`src/rtl/pipe_pkg.sv`:
```
// Shared definitions for the pipeline stage register and the ex/mem stages.
//   - pipe_state_e : occupancy of a stage (EMPTY / FULL / SKIDFULL)
//   - PIPE_DATA_W  : default payload width
//   - PL_*         : bit offsets/widths of the packed payload fields.
//                    A zero payload is a NOP, because cmdtype 0 means "no command".
package pipe_pkg;

  localparam int PIPE_DATA_W = 110;

  typedef enum logic [1:0] {
    ST_EMPTY    = 2'd0,
    ST_FULL     = 2'd1,
    ST_SKIDFULL = 2'd2
  } pipe_state_e;

  // Payload layout, LSB first.
  localparam int PL_CMDTYPE_LSB  = 0;
  localparam int PL_CMDTYPE_W    = 8;
  localparam int PL_SDATA_LSB    = 8;
  localparam int PL_SDATA_W      = 32;
  localparam int PL_MADDR_LSB    = 40;
  localparam int PL_MADDR_W      = 32;
  localparam int PL_WE_LSB       = 72;
  localparam int PL_WE_W         = 1;
  localparam int PL_RSD_DATA_LSB = 73;
  localparam int PL_RSD_DATA_W   = 32;
  localparam int PL_RSD_ADDR_LSB = 105;
  localparam int PL_RSD_ADDR_W   = 5;

endpackage

```
`src/rtl/pipe_stage_reg_sat_counter.sv`:
```
// Saturating up-counter. The count sticks at all-ones and never wraps.
// Ports:
//   clk_in - clock (rising edge)
//   rst_in - asynchronous active-high reset, clears the count
//   inc    - add one on this edge, unless the count is already saturated
//   cnt    - current count
module sat_counter
  import pipe_pkg::*;
#(
  parameter int CNT_W = 16
) (
  input  logic             clk_in,
  input  logic             rst_in,
  input  logic             inc,
  output logic [CNT_W-1:0] cnt
);

  localparam logic [CNT_W-1:0] ONE = {{(CNT_W-1){1'b0}}, 1'b1};

  logic [CNT_W-1:0] cnt_q, cnt_d;

  always_comb begin
    cnt_d = cnt_q;
    if (inc && (cnt_q != {CNT_W{1'b1}})) cnt_d = cnt_q + ONE;
  end

  always_ff @(posedge clk_in or posedge rst_in) begin
    if (rst_in) cnt_q <= '0;
    else        cnt_q <= cnt_d;
  end

  assign cnt = cnt_q;

endmodule

```
`src/rtl/pipe_stage_reg.sv`:
```
// Pipeline stage register with an optional skid entry, flush and a bubble counter.
// Ports:
//   clk_in, rst_in       - clock, asynchronous active-high reset
//   rdy_in               - global enable; 0 freezes everything (flush ignored)
//   flush_in             - kill both entries (wins over accept and drain)
//   up_valid/up_data     - upstream payload; up_ready = stage can accept
//   dn_valid/dn_data     - downstream payload (main register); dn_ready = downstream takes
//   bubble_cnt           - saturating count of enabled cycles with dn_valid=0
//
// state        | meaning
// -------------+------------------------------------------------------
// ST_EMPTY     | no payload held; dn_data is all-zero (NOP bubble)
// ST_FULL      | main register holds the oldest payload
// ST_SKIDFULL  | main and skid both valid; skid is younger (SKID=1 only)
module pipe_stage_reg
  import pipe_pkg::*;
#(
  parameter int DATA_W = PIPE_DATA_W,
  parameter int SKID   = 1,
  parameter int CNT_W  = 16
) (
  input  logic              clk_in,
  input  logic              rst_in,
  input  logic              rdy_in,
  input  logic              flush_in,
  input  logic              up_valid,
  input  logic [DATA_W-1:0] up_data,
  output logic              up_ready,
  output logic              dn_valid,
  output logic [DATA_W-1:0] dn_data,
  input  logic              dn_ready,
  output logic [CNT_W-1:0]  bubble_cnt
);

  localparam logic SKID_EN = (SKID != 0);

  pipe_state_e       state_q, state_d;
  logic [DATA_W-1:0] main_q, main_d;
  logic [DATA_W-1:0] skid_q, skid_d;
  logic              dn_valid_q, dn_valid_d;
  logic              up_ready_q, up_ready_d;
  logic              accept, drain;

  // With SKID=1 the dn_ready term folds away, leaving a pure register output.
  // With SKID=0 the state never reaches SKIDFULL, so up_ready_q stays 1 and
  // up_ready reduces to the combinational !dn_valid || dn_ready.
  assign up_ready = up_ready_q & (SKID_EN | ~dn_valid_q | dn_ready);
  assign dn_valid = dn_valid_q;
  assign dn_data  = main_q;

  always_comb begin
    accept  = up_valid && up_ready && rdy_in && !flush_in;
    drain   = dn_valid_q && dn_ready && rdy_in;
    state_d = state_q;
    main_d  = main_q;
    skid_d  = skid_q;
    if (rdy_in) begin
      if (flush_in) begin
        state_d = ST_EMPTY;
        main_d  = '0;
        skid_d  = '0;
      end else begin
        case (state_q)
          ST_EMPTY: begin
            if (accept) begin
              state_d = ST_FULL;
              main_d  = up_data;
            end
          end
          ST_FULL: begin
            if (accept && drain) begin
              main_d = up_data;
            end else if (accept && SKID_EN) begin
              state_d = ST_SKIDFULL;
              skid_d  = up_data;
            end else if (drain) begin
              // Zero on the way out so an empty stage presents a NOP.
              state_d = ST_EMPTY;
              main_d  = '0;
            end
          end
          ST_SKIDFULL: begin
            // up_ready is low here, so only the older entry can move.
            if (drain) begin
              state_d = ST_FULL;
              main_d  = skid_q;
              skid_d  = '0;
            end
          end
          default: begin
            state_d = ST_EMPTY;
            main_d  = '0;
            skid_d  = '0;
          end
        endcase
      end
    end
    dn_valid_d = (state_d != ST_EMPTY);
    up_ready_d = (state_d != ST_SKIDFULL);
  end

  always_ff @(posedge clk_in or posedge rst_in) begin
    if (rst_in) begin
      state_q    <= ST_EMPTY;
      main_q     <= '0;
      skid_q     <= '0;
      dn_valid_q <= 1'b0;
      up_ready_q <= 1'b1;
    end else begin
      state_q    <= state_d;
      main_q     <= main_d;
      skid_q     <= skid_d;
      dn_valid_q <= dn_valid_d;
      up_ready_q <= up_ready_d;
    end
  end

  sat_counter #(
    .CNT_W (CNT_W)
  ) u_bubble_cnt (
    .clk_in (clk_in),
    .rst_in (rst_in),
    .inc    (rdy_in && !dn_valid_q),
    .cnt    (bubble_cnt)
  );

endmodule

```
`config.mk`:
```
export PLATFORM = sky130hd
export DESIGN_NAME = pipe_stage_reg
export DESIGN_NICKNAME = d
export VERILOG_FILES = /design/src/rtl/pipe_pkg.sv /design/src/rtl/pipe_stage_reg_sat_counter.sv /design/src/rtl/pipe_stage_reg.sv
export SDC_FILE = /design/constraint.sdc
export NUM_CORES = 1
export LEC_CHECK = 0
export CAP_MARGIN = 5
export CORE_MARGIN = 5
export CORE_UTILIZATION = 55
export CTS_CLUSTER_SIZE = 24
export DETAILED_ROUTE_END_ITERATION = 6
export GPL_ROUTABILITY_DRIVEN = 0
export PLACE_DENSITY_LB_ADDON = 0.25
export RECOVER_POWER = 25
export SLEW_MARGIN = 20
export SYNTH_ARGS = -nofsm -noshare
export SYNTH_HDL_FRONTEND = slang
export SYNTH_SLANG_ARGS = --single-unit
export TNS_END_PERCENT = 20
```
`constraint.sdc`:
```
create_clock -name clk_in -period 19.8 [get_ports clk_in]
set_clock_uncertainty 0.2 [all_clocks]
set_input_delay 3.96 -clock clk_in [delete_from_list [all_inputs] [get_ports clk_in]]
set_output_delay 3.96 -clock clk_in [all_outputs]
set_load 0.1 [all_outputs]
```
==> metrics <==
Initial DRT Pass Iterations 7; Die Span Y between 150 and 200 um; CP arrival 9790 ps; post-synthesis compound-gate area fraction 27.0%; layout cells sized above 1 5.66%; period utilization 53.5%; total CTS buffers 25; Critical Path End Type asynchronous set/reset pin; post-DR vias/cell ~6.3; worst-path maximum fanout roughly 110; CTS clk-pin slew, worst paths 60 ps; Setup-failing EPs final 0; met3 WL 2060 um; Tot GR Track Use 25.6%; Synth Flop Type dfrtp_1; DR WL met2 14100 um; number of max-cap violations 2; Min-Delay Path Class flop to flop; clk buf depth 3; ys async rst share 100%; WL per Instance about 23 um; cts hold-fix bufs 0; Psw 795 uW; Max Slew Vio Count 178; end-of-flow core utilization 72.8%; Post-Synthesis Cells 849; initial DRC count about 530; syn_nets 966; first-pass GRT wire length 47300 um; CTS tree yes; Pleak 6.03 nW; # IOs 244; clk_lat worst skew 510 ps; yosys warns 0; synth unique cells 45; WP data required 19000 ps; Post-synth EDFFs 0; clk sinks 240; VDD IR max slightly above 0.08 mV; Post-CTS Setup Bufs 0; Pwr Density 130 mW/mm^2; Initial Utilization a little under three fifths; RSZ-0062 raised after global routing no; post-synthesis sequential area ratio 54.5%; Synth Area per Inst 13.0 sq um; Post-DRT Antenna Nets 0; Die Area 0.0230 sq mm; failing checks max-capacitance violations, max-slew violations; Nets 1163; Die Width 152 um; core outline area 0.0196 sq mm; P_int 1.06 mW; Switching Fraction between 40% and 50%; Post-Synth Adder-Cell Area 0.114%; Area growth, synth to finish 29.5%; flops & latches, synth 240; sequential share of power between 30% and 40%; Max Used Layer met4; setup_tns 0 ps; startpoint types input port; htree depth 1; met1 WL 12800 um; combinational share of power 39.9%; f_max 0.0944 GHz; post-synthesis mux area share 10.2%; port bufs 243; largest net degree at the start of global routing 113; Filler Cell Count 1396; mapped cell area between 0.01 and 0.015 sq mm; Max-slew headroom -222%; Final min period 10590 ps; commonest non-fill, non-tap cells in the layout clkdlybuf4s50_1 (241), dfrtp_1 (237), a22o_1 (220); CTS root buf clkbuf_16; Vias about 8400; number of global-route vias before repair 8437; Resized cells post-CTS 0; Post-DP HPWL 18100 um; total gr overflow 0; Worst-Margin Slew 4800 ps; main combinational cell family by area after synthesis compound AO/OA/AOI/OAI gates; initial antenna violation count 1; Final Hold Viols 0; DRC viols 0; DRT Wirelength 29900 um; critical path class input port to asynchronous set/reset pin; # rows 51; clock power share roughly a quarter; Synth Area in XOR/XNOR 1.11%; commonest non-fill, non-tap cell in the layout clkdlybuf4s50_1; simple-gate area share of the yosys netlist under 10%; run status complete, but fails checks
==> sequential cells by signal (all words and copies together), names as in the netlist <==
name,cells
up_ready,1
u_bubble_cnt.cnt,16
skid_q,110
dn_valid,1
state_q,2
dn_data,110
==> per-stage QoR <==
| step | hold slack [ps] | total power [mW] | setup WS [ps] | cell area (sq um) | cells |
|---|---|---|---|---|---|
| after detailed placement | 281 | 1.39 | 12760 | 13500 | 1284 |
| final | 296 | 1.86 | 9210 | 14300 | 1327 |
| after global placement | 282 | 1.38 | 12800 | 13500 | 1284 |
| after global routing | 310 | 1.93 | 7550 | 14300 | 1327 |
| after floorplan | 266 | 1.19 | 9050 | 11000 | 849 |
| after CTS | 301 | 1.87 | 13300 | 14300 | 1326 |
==> worst max-delay path, cell delays in order <==
cell and delay (ps):
dlygate4sd3_1 560, clkinvlp_2 2700, clkbuf_1 2510
==> logic make-up after synthesis <==
group,count (synthesis)
AOI/OAI and AO/OA,344
DFF,240
muxes,112
buffers and inverters,89
and+or+nand+nor,49
xor gates and xnor gates,14
adders and majority gates,1
==> cells in the mapped netlist (all sizes together), types with 3 or more instances <==
cell type	instances	share of area (%)
dfrtp	239	54
a22o	220	17
mux2i	111	10
o2bb2ai	110	8.7
buf	71	3.6
clkbuf	15	0.51
xor2	9	0.72
nand2	6	0.20
nand4	6	0.34
nor2	5	0.17
xnor2	5	0.40
a21oi	4	0.18
nand3	4	0.18
nor4	4	0.42
and3	3	0.17
inv	3	0.10
nand2b	3	0.17
nor3	3	0.14
nor4b	3	0.30
o21ai	3	0.14
==> area by class of cell <==
class,instances,area (sq um),share of cell area (%)
Timing Repair Buffer,256,2520,17.7
Clock buffer,31,688,4.82
Sequential cell,240,6010,42.1
Clock inverter,11,130,0.912
Antenna cell,1,2.50,0.0175
Multi-Input combinational cell,520,4570,32.0
Tap cell,265,332,2.32
Inverter,3,12.5,0.0877
==> path summary, 6_finish.rpt <==
path / start / endpoint / slack, ps / cells after the start
hold reg to reg: skid_q[1]$_DFFE_PP0P_ / skid_q[1]$_DFFE_PP0P_ / 300 / 1
setup reg to reg: state_q[0]$_DFF_PP0_ / up_ready$_DFF_PP1_ / 15780 / 7
setup / recovery: rst_in / state_q[0]$_DFF_PP0_ / 9210 / 3
max in group clk_in: rdy_in / up_ready$_DFF_PP1_ / 13080 / 7
min in group asynchronous: rst_in / dn_data[35]$_DFFE_PP0P_ / 5220 / 2
hold / removal: skid_q[1]$_DFFE_PP0P_ / skid_q[1]$_DFFE_PP0P_ / 300 / 1
==> layer usage <==
| layer | up-vias | GRT usage (%) |
|---|---|---|
| li1 | 3766 | - |
| met5 | - | 0 |
| met1 | 4294 | 37.6 |
| met4 | 0 | 7.10 |
| met3 | 60 | 4.97 |
| met2 | 297 | 39.2 |
==> power groups by stage <==
stage                     Sequential [mW]  Clock (mW)  Combinational, mW
after floorplan                     0.974           0              0.219
after CTS                           0.642       0.481              0.746
after detailed placement            0.647           0              0.745
after global routing                0.652       0.501              0.773
after global placement              0.647           0              0.735
final                               0.643       0.473              0.741
Note: power is estimated with default switching activity, not from simulation.
